--- src/rtl/apb_req_arbiter.sv ---
// apb_req_arbiter: round-robin arbiter that feeds one APB master from N sources.
// The winner's packed word {addr, wdata, sel} and write flag are captured into an
// output register and held on a valid/ready handshake until the master accepts.
// Optional build macro ARB_LOCK_EN: a locking requester keeps the grant while
// it stays valid.
module apb_req_arbiter #(
    parameter int N  = 4,
    parameter int DW = 22,
    parameter int IW = $clog2(N)
) (
    input  logic            clk,
    input  logic            rst,
    input  logic [N-1:0]    req_valid,
    input  logic [N*DW-1:0] req_data,
    input  logic [N-1:0]    req_write,
    input  logic [N-1:0]    req_lock,
    output logic [N-1:0]    req_ready,
    output logic            m_valid,
    input  logic            m_ready,
    output logic [3:0]      m_addr,
    output logic [15:0]     m_wdata,
    output logic [1:0]      m_sel,
    output logic            m_write,
    output logic [IW-1:0]   m_grant_id,
    output logic            busy
);

    typedef enum logic {IDLE, HOLD} state_t;

    state_t          state_q;
    state_t          state_d;
    logic [IW-1:0]   ptr_q;
    logic [IW-1:0]   rr_idx;
    logic            rr_found;
    logic [IW-1:0]   win_idx;
    logic            win_found;
    logic            adv_ptr;
    logic            capture;
    logic [IW:0]     ptr_inc;
    logic [IW-1:0]   ptr_next;
    logic [DW-1:0]   win_word;

    // Round-robin search: first valid requester starting at ptr, wrapping at N.
    always_comb begin
        logic [IW:0] cand;
        rr_idx   = '0;
        rr_found = 1'b0;
        cand     = '0;
        for (int k = 0; k < N; k++) begin
            cand = {1'b0, ptr_q} + (IW+1)'(k);
            if (cand >= (IW+1)'(N)) begin
                cand = cand - (IW+1)'(N);
            end
            if (!rr_found && req_valid[cand[IW-1:0]]) begin
                rr_found = 1'b1;
                rr_idx   = cand[IW-1:0];
            end
        end
    end

`ifdef ARB_LOCK_EN
    logic lock_q;
    logic lock_hit;

    assign lock_hit  = lock_q & req_valid[m_grant_id];
    assign win_idx   = lock_hit ? m_grant_id : rr_idx;
    assign win_found = lock_hit | rr_found;
    assign adv_ptr   = ~lock_hit;

    // Lock flag: loaded from the winner at capture, dropped when the locked source goes idle.
    always_ff @(posedge clk) begin
        if (rst) begin
            lock_q <= 1'b0;
        end else if (capture) begin
            lock_q <= req_lock[win_idx];
        end else if (state_q == IDLE && lock_q && !req_valid[m_grant_id]) begin
            lock_q <= 1'b0;
        end
    end
`else
    logic unused_lock;

    assign unused_lock = ^req_lock;
    assign win_idx     = rr_idx;
    assign win_found   = rr_found;
    assign adv_ptr     = 1'b1;
`endif

    assign capture   = (state_q == IDLE) && win_found && !rst;
    assign req_ready = capture ? ({{(N-1){1'b0}}, 1'b1} << win_idx) : '0;
    assign win_word  = req_data[win_idx*DW +: DW];
    assign ptr_inc   = {1'b0, win_idx} + 1'b1;
    assign ptr_next  = (ptr_inc >= (IW+1)'(N)) ? '0 : ptr_inc[IW-1:0];
    assign m_valid   = (state_q == HOLD);
    assign busy      = (state_q == HOLD);

    // Next-state logic: IDLE captures any valid request, HOLD waits for the master.
    always_comb begin
        state_d = state_q;
        case (state_q)
            IDLE:    if (win_found) state_d = HOLD;
            HOLD:    if (m_ready)   state_d = IDLE;
            default: state_d = IDLE;
        endcase
    end

    // State register.
    always_ff @(posedge clk) begin
        if (rst) begin
            state_q <= IDLE;
        end else begin
            state_q <= state_d;
        end
    end

    // Output word register and pointer; data is kept after the handshake.
    always_ff @(posedge clk) begin
        if (rst) begin
            ptr_q      <= '0;
            m_addr     <= '0;
            m_wdata    <= '0;
            m_sel      <= '0;
            m_write    <= 1'b0;
            m_grant_id <= '0;
        end else if (capture) begin
            m_addr     <= win_word[21:18];
            m_wdata    <= win_word[17:2];
            m_sel      <= win_word[1:0];
            m_write    <= req_write[win_idx];
            m_grant_id <= win_idx;
            if (adv_ptr) begin
                ptr_q <= ptr_next;
            end
        end
    end

endmodule

--- config.mk ---
export PLATFORM = sky130hd
export DESIGN_NAME = apb_req_arbiter
export DESIGN_NICKNAME = d
export VERILOG_FILES = /design/src/rtl/apb_req_arbiter.sv
export SDC_FILE = /design/constraint.sdc
export NUM_CORES = 1
export LEC_CHECK = 0
export BUFFER_PORTS_ARGS = -buffer_cell sky130_fd_sc_hd__buf_4
export CAP_MARGIN = 20
export CORE_ASPECT_RATIO = 1.5
export CORE_MARGIN = 2
export CORE_UTILIZATION = 43
export DETAILED_ROUTE_END_ITERATION = 16
export PLACE_DENSITY = 0.85
export SYNTH_ARGS = -nofsm -noshare
export SYNTH_HDL_FRONTEND = slang
export SYNTH_SLANG_ARGS = --single-unit
export TNS_END_PERCENT = 10
--- constraint.sdc ---
create_clock -name clk -period 2.7 [get_ports clk]
set_clock_uncertainty 0.2 [all_clocks]
set_input_delay 0 -clock clk [delete_from_list [all_inputs] [get_ports clk]]
set_output_delay 0 -clock clk [all_outputs]
set_load 0.02 [all_outputs]
Word-level counts from Yosys, hierarchy flattened
Cells that the tools add are included.

$add $sub $neg: 8. Mux-type cells: 27. Equal/unequal tests: 0. Magnitude comparators: 10. Shift-type cells: 2. Reductions and logical operators: 9. Bitwise gates (word level): 1. Multipliers: 1. Divide/modulo/power cells: 0.

Operators with widths (number): 88-bit by 8-bit indexed part select with 22-bit output (1); 2-bit 2-to-1 mux (9); 2-bit by 3-bit < comparator with 1-bit output (second input constant) (5); 3-bit greater-or-equal comparator (second input constant) (4); 1-bit 2-to-1 mux (11); 1-bit binary-select mux with 2-bit select (5); 2-bit by 1-bit subtractor with 2-bit output (second input constant) (4); 2-bit by 1-bit adder with 3-bit output (second input constant) (2); 2-bit by 2-bit adder with 3-bit output (second input constant) (2); 2-bit by 4-bit multiplier with 6-bit output (second input constant) (1); 1-bit logical AND (5); 1-bit logical NOT (4); 4-bit 2-to-1 mux (1); 1-bit by 2-bit << shifter with 4-bit output (first input constant) (1); 2-bit by 3-bit greater-or-equal comparator with 1-bit output (second input constant) (1); 1-bit case mux with 2 select lines (1); 1-bit NOT (1).

Output and inout bits: 31. Word-level logic and storage cells: 65. Memory bits (read-only): 0. Bits in latches: 0. Input port bits: 103. Register bits: 28. Memory bits (writable): 0. Memories: 0.

Logic depth before layout (Yosys ltp)
Gate-level depths: netlist (run 1).

Depth in word-level cells: 17. Mapped depth: 7. Gate-level depth less buffers: 6.

Worst setup path after synthesis (run 1)
OpenSTA, ideal clock, no wires.

Path type: register to output. Start: register ptr_q[1]. End: output port req_ready[3]. Stages on the path, launching flop included: 7. Arrival time: 1.687 ns. Setup slack: 0.813 ns. Required time: 2.500 ns. Buffers on the path: 1. Cell sequence: dfxtp_1 -> mux2i_1 -> nor2_1 -> nor3_4 -> nand2_2 -> buf_2 -> nor3_1.

Longest elaborated chain between the ends: 17. Elaborated cells on any way between the ends: 41. Those cells by class: 7 x add/sub; 4 x order compare; 1 x shift; 21 x mux; 8 x reduce/logical.

RTL lines: start: declaration (line 32) `logic [IW-1:0] ptr_q;`; start signal: assignment (line 132) `ptr_q <= ptr_next;`; branches (longest 16 deep; another with 2-bit by 1-bit adder with 3-bit output); 4-bit 2-to-1 mux (*) (line 90) `assign req_ready = capture ? ({{(N-1){1'b0}}, 1'b1} << win_idx) : '0;`; end: declaration (line 17) `output logic [N-1:0] req_ready,`.

Every way passes the cells marked *. The select of a mux whose other input is x is not followed.

Worst setup path in the final report (run 1)
Start: register ptr_q[1]. End: register m_wdata[2].

Longest elaborated chain between the ends: 16. Elaborated cells on any way between the ends: 41. Those cells by class: 7 x add/sub; 1 x mul; 4 x order compare; 1 x shift; 20 x mux; 8 x reduce/logical.

RTL lines: branches (longest 16 deep; another with 2-bit by 1-bit adder with 3-bit output); end signal: assignment (line 127) `m_wdata <= win_word[17:2];`; end: declaration (line 21) `output logic [15:0] m_wdata,`.

Parallel ways; which one is timed is not known. The select of a mux whose other input is x is not followed. A chain may end at the register's enable or synchronous reset.

==> results of run 1 <==
[through the flow]
step                power (W)  area (sq um)  utilization  hold WS (ps)  setup slack, ps
finish                0.00156          3740        0.946           113              174
global route          0.00162          3740        0.945           157             68.2
CTS                   0.00149          3730        0.943           109             82.0
detailed placement    0.00116          2750        0.695          31.7             83.1
global placement      0.00114          2750        0.695          26.2              185
floorplan            0.000903          1790            -          -131              813
[worst reg2reg max path, delay by kind of cell (launching register included)]
kind / cells / cell delay [ps]
mux: 1 / 220
flops: 1 / 420
compound gates: 2 / 300
simple gates: 2 / 700
buf+inv: 1 / 600
[registers in the layout, indices dropped and copies added (netlist names)]
| signal | cells |
|---|---|
| busy | 1 |
| m_addr | 4 |
| m_grant_id | 2 |
| m_sel | 2 |
| m_wdata | 16 |
| m_write | 1 |
| ptr_q | 2 |
[power groups by stage]
stage	logic [W]	clock network, W	registers [W]
finish	0.000803	0.000228	0.000529
floorplan	0.000310	0	0.000593
CTS	0.000742	0.000232	0.000516
global placement	0.000619	0	0.000521
detailed placement	0.000633	0	0.000526
global route	0.000836	0.000247	0.000535
[metal layers]
layer	up-vias	track usage
met4	0	0.221
met1	1236	0.381
met2	201	0.712
li1	1143	-
met3	63	0.0530
met5	-	0
[cells by family after synthesis]
| logic type | Yosys count |
|---|---|
| mux | 40 |
| compound gates | 47 |
| flops | 28 |
| simple gates | 56 |
| buf+inv | 15 |
| fa+ha+maj | 1 |
[how the worst max path moves through the flow]
stage	startpoint	to	slack (ps)	depth (start not counted)
6_report	ptr_q[1]$_SDFFE_PP0P_	m_wdata[2]$_SDFFE_PP0P_	170	6
5_1_grt	ptr_q[1]$_SDFFE_PP0P_	m_wdata[2]$_SDFFE_PP0P_	70	6
2_1_floorplan	ptr_q[1]$_SDFFE_PP0P_	req_ready[3]	810	6
3_5_place_dp	ptr_q[0]$_SDFFE_PP0P_	m_addr[2]$_SDFFE_PP0P_	80	6
4_1_cts	ptr_q[0]$_SDFFE_PP0P_	m_addr[2]$_SDFFE_PP0P_	80	6
3_3_place_gp	ptr_q[0]$_SDFFE_PP0P_	m_wdata[5]$_SDFFE_PP0P_	190	6
[what timing repair did]
item,CTS,global route
endpoints found under the setup margin,0,8
gates resized for setup,0,1
hold buffers,94,0
hold endpoints to repair,28,0
[area by class of cell]
type | instances | area [sq um] | share of cell area
antenna | 1 | 2.50 | 0.000668
clock buffer | 3 | 41.3 | 0.0110
inverter | 2 | 7.51 | 0.00200
multi-input combinational | 145 | 1140 | 0.304
sequential | 28 | 561 | 0.150
tap | 45 | 56.3 | 0.0150
timing repair buffer | 227 | 1940 | 0.518
[cells in the final DEF (no fill, tap or decap), drive strengths merged]
| cell | Yosys | final |
|---|---|---|
| dlygate4sd3 | 0 | 94 |
| nor3 | 3 | 3 |
| mux2i | 40 | 40 |
| or2 | 1 | 1 |
| nor2b | 2 | 2 |
| o21bai | 1 | 1 |
| a21boi | 7 | 7 |
| a21oi | 4 | 4 |
| o21ai | 7 | 7 |
| and3 | 7 | 7 |
| o221ai | 16 | 16 |
| clkbuf | 2 | 3 |
| diode | 0 | 1 |
| buf | 11 | 133 |
| o21ba | 1 | 1 |
| and2b | 1 | 1 |
| nor2 | 8 | 9 |
| dfxtp | 28 | 28 |
| a211oi | 2 | 2 |
| a221o | 1 | 1 |
| and2 | 1 | 1 |
| nand2 | 29 | 29 |
| ha | 1 | 1 |
| nor4b | 1 | 1 |
| inv | 2 | 2 |
| nor4 | 1 | 1 |
| a221oi | 1 | 1 |
| nand2b | 2 | 2 |
| o211ai | 7 | 7 |
==> results.md, run 1 <==
- Number of global-route vias before repair: 2853
- Antenna violations before repair: 0
- DR vias: 2643
- Root Buffer: clkbuf_8
- Leakage: 1.72 nW
- Max transition margin: 0.250
- Setup-failing EPs final: 0
- Power Density: 417 mW/mm^2
- Core area: 0.00396 sq mm
- CP Max Fanout: 7
- Max Transition Viols Final: 0
- WP buf/inv: 1
- Hold Fails Final Rpt: 0
- Compound-Gate Fraction of Synth Area: 0.231
- Final net count: 511
- Mapped Cells: 187
- Placed insts: 352
- Top_reg_cell synth: dfxtp_1
- WL/cell: 21.2 um
- GR Overflow Total: 0
- Sequential fraction of the synthesis area: 0.314
- Routability Congestion: 0.767
- Yosys top cell area share: 0.314
- Area growth from synthesis to layout: 109%
- Endpoint class of the critical path: flop
- Worst flop-to-flop path startpoint: ptr_q[1]$_SDFFE_PP0P_
- GRT Total Usage: 0.380
- First-pass iteration count of the detailed router: 5
- H-tree levels: 1
- Clock Path Buffers: 2
- Total negative slack: 0 ps
- Die Wd: 56.7 um
- # Max-Cap Violations: 0
- Worst Max-Slew Pin Slew: 1120 ps
- Layout cells sized above 1: 0.393
- Clk Latency, worst-skew pair: 270 ps
- Crit Path Class: reg -> reg
- Synth Area in XOR/XNOR: 0
- Filler instances: 113
- Hpwl dp: 4.15 mm
- Port Buffers: 129
- Netlist cell types: 37
- RSZ-0062 raised after global routing: no
- # IOs: 134
- Die Area: 0.00470 sq mm
- Post-route DRC violation count: 0
- Combinational power share: 0.514
- CP arrival: 2520 ps
- Hold depth: 4
- Drt via density: 5.86
- Int Power: 0.000987 W
- Post-synthesis mux area share: 0.224
- Largest net degree at the start of global routing: 31
- Avg Synthesized Cell Area: 9.56 sq um
- Post-Synth Simple-Gate Area: 0.167
- Routed WL: 9.58 mm
- Die height: 83.0 um
- Largest family of logic cells by synthesized area: compound AO/OA/AOI/OAI gates
- Switch Pwr: 0.000573 W
- CTS buffer count: 3
- Initial DRC Count: 118
- Synth Warn #: 0
- Metal1 wirelength: 3.18 mm
- First-pass GRT wire length: 13.9 mm
- Net Sw Frac: 0.367
- Slowest Stage Delay on Critical Path: 600 ps
- Top delay family on crit path: simple AND/OR/NAND/NOR gates
- R2R depth: 6
- Most numerous cell in the Yosys netlist: mux2i_1
- Worst min-delay path class: in -> reg
- Antenna Nets Post-Route: 0
- Post-synth EDFFs: 0
- Fmax: 396 MHz
- RR Endpoint: m_wdata[2]$_SDFFE_PP0P_
- Crit start category: flop
- Hold Crit Start: req_valid[3]
- Fin cells: 451
- CTS tree: yes
- Sequential fraction of design power: 0.339
- Post-layout minimum cycle time: 2530 ps
- Met2 wire length: 5.07 mm
- Rows: 28
- Max VDD drop: 0.365 mV
- CP max-delay cell: dlygate4sd3_1
- Synth Area in Adders: 0.00700
- Mapped Nets: 291
- Synthesized area: 0.00179 sq mm
- Share of flip-flops with an asynchronous set or reset: 0
- CP Cell Sequence: mux2i_1 > nor2_1 > nor4b_2 > o21ai_0 > dlygate4sd3_1 > o211ai_1
- Synthesized flop and latch total: 28
- Synth area leader: dfxtp_1
- Routed length on met3: 677 um
- Most common library cells after synthesis: mux2i_1, dfxtp_1, nand2_1
- Critical path data required time: 2690 ps
- Clock share of power: 0.146
- Final worst path period share: 0.935
- Hold EP: ptr_q[0]$_SDFFE_PP0P_
- Synth area leaders: dfxtp_1, mux2i_1, nand2_1
- Outcome: complete, no violations
- Top Layer Used: met4
- Clk slew on worst S/H paths: 90 ps
- Setup Fix Bufs, Post-CTS: 0
- Initial Utilization: 0.452
- Clock sinks: 28
- Worst reg2reg setup slack: 170 ps
Power figures use the tool's default switching activity.
==> run 2: changes to the inputs <==
--- a/config.mk
+++ b/config.mk
@@ -11,7 +11,7 @@
 export CORE_MARGIN = 2
 export CORE_UTILIZATION = 43
 export DETAILED_ROUTE_END_ITERATION = 16
-export PLACE_DENSITY = 0.85
+export PLACE_DENSITY = 0.88
 export SYNTH_ARGS = -nofsm -noshare
 export SYNTH_HDL_FRONTEND = slang
 export SYNTH_SLANG_ARGS = --single-unit
==> run 2 against run 1 <==
Routed wire length up 0.92%. Setup slack worse by 89 ps. Design area down 0.10%. Sequential share of layout area about the same. Largest power group unchanged. Highest routed layer unchanged.
==> results.md, run 2 (synthesis gave the netlist of run 1 again) <==
- Die Area: 0.00470 sq mm
- Placed instance area: 0.00276 sq mm
- Post-layout minimum cycle time: 2610 ps
- First-pass iteration count of the detailed router: 4
- Clk Latency, worst-skew pair: 270 ps
- Setup Fix Bufs, Post-CTS: 0
- Crit Path Class: reg -> reg
- Port Buffers: 129
- Clock sinks: 28
- Register name with the most flops: m_wdata
- Clk slew on worst S/H paths: 100 ps
- Root Buffer: clkbuf_8
- CTS tree: yes
- Hold Fails Final Rpt: 0
- CP Max Fanout: 14
- Drt via density: 5.95
- Initial Utilization: 0.452
- Final instance area: 0.00374 sq mm
- Clock Path Buffers: 2
- Routability Congestion: 0.752
- Routed WL: 9.67 mm
- Core area: 0.00396 sq mm
- Sequential fraction of design power: 0.337
- Area growth from synthesis to layout: 109%
- Switch Pwr: 0.000574 W
- Endpoint class of the critical path: flop
- Max Transition Viols Final: 0
- CTS buffer count: 3
- Critical path data required time: 2660 ps
- Power Density: 418 mW/mm^2
- Int Power: 0.000989 W
- WL/cell: 21.5 um
- CP arrival: 2580 ps
- Most common cell after layout, fill and taps aside: buf_4
- Setup-failing EPs final: 0
- Net Sw Frac: 0.367
- Combinational power share: 0.517
- Regs by FF count: m_wdata: 16 flops, m_addr: 4 flops
- Post-route DRC violation count: 0
- Fmax: 382 MHz
- Tot Pwr: 0.00156 W
- Number of global-route vias before repair: 2913
- Rows: 28
- Antenna Nets Post-Route: 0
- Crit start category: flop
- Initial DRC Count: 137
- H-tree levels: 1
- Worst min-delay path class: in -> reg
- Final worst path period share: 0.969
- Layout cells sized above 1: 0.395
- # IOs: 134
- Most frequent cells in the layout: buf_4, dlygate4sd3_1, mux2i_1
- Outcome: complete, no violations
- Max FFs per register: 16
- GRT Total Usage: 0.401
- GR Overflow Total: 0
- First-pass GRT wire length: 14.6 mm
- RSZ-0062 raised after global routing: yes
- Worst Max-Slew Pin Slew: 1080 ps
- Hpwl dp: 4.16 mm
- Die height: 83.0 um
- Max transition margin: 0.280
- Antenna violations before repair: 1
- Final net count: 509
- Die Wd: 56.7 um
- DR vias: 2671
- Largest net degree at the start of global routing: 32
- Leakage: 1.72 nW
- Max VDD drop: 0.402 mV
- # Max-Cap Violations: 0
- Clock share of power: 0.147
-- run 2: cell types whose count changed in the layout (fill, tap and decap cells not counted), sizes merged --
cell         change
buf              -1
dlygate4sd3      -1
-- run 2: what timing repair did --
action,4_1_cts,5_1_grt
hold buffers,93,0
endpoints found under the setup margin,0,11
endpoints found under the hold margin,28,0
resized for setup,0,2
-- run 2: layout make-up --
cell class                 instances  area (sq um)
clock buffer                       3          41.3
sequential                        28           561
multi-input combinational        145          1140
inverter                           2          7.51
timing repair buffer             225          1930
antenna                            1          2.50
fill                             112           218
tap                               45          56.3
-- run 2: stage by stage --
step	TNS (ps)	worst slack [ps]	cells	util	hold WS (ps)
floorplan	0	813	187	-	-131
global placement	0	183	351	0.696	25.7
detailed placement	0	112	351	0.696	32.3
CTS	0	92.4	447	0.942	5.85
global route	-58.4	-58.4	449	0.945	118
finish	0	85.0	449	0.945	65.1
-- run 2: layer usage --
layer	wire, um	vias to the layer above	GRT usage
li1	-	1134	-
met5	0	-	0
met1	2930	1242	0.363
met3	672	73	0.0763
met2	5210	222	0.757
met4	852	0	0.281
-- run 2: power by group through the flow --
stage          clock network [W]  logic, W  registers, W
6_report                0.000230  0.000807      0.000526
5_1_grt                 0.000240  0.000845      0.000531
4_1_cts                 0.000233  0.000744      0.000516
3_5_place_dp                   0  0.000635      0.000525
3_3_place_gp                   0  0.000623      0.000522
2_1_floorplan                  0  0.000310      0.000593
-- run 2: worst max-delay path, stage by stage (launching register included) --
cell and delay, ps:
dfxtp_1 460, nand2_1 160, a221o_2 510, and3_1 230, o21ai_0 250, dlygate4sd3_1 610, o211ai_2 80
-- run 2: path summary, 6_finish.rpt --
path | startpoint | endpoint | slack, ps | cells past startpoint
setup / recovery | ptr_q[1]$_SDFFE_PP0P_ | m_addr[3]$_SDFFE_PP0P_ | 90 | 6
hold / removal | req_data[24] | m_wdata[0]$_SDFFE_PP0P_ | 70 | 4
setup reg to reg | ptr_q[1]$_SDFFE_PP0P_ | m_addr[3]$_SDFFE_PP0P_ | 90 | 6
hold reg to reg | m_wdata[12]$_SDFFE_PP0P_ | m_wdata[12]$_SDFFE_PP0P_ | 280 | 2
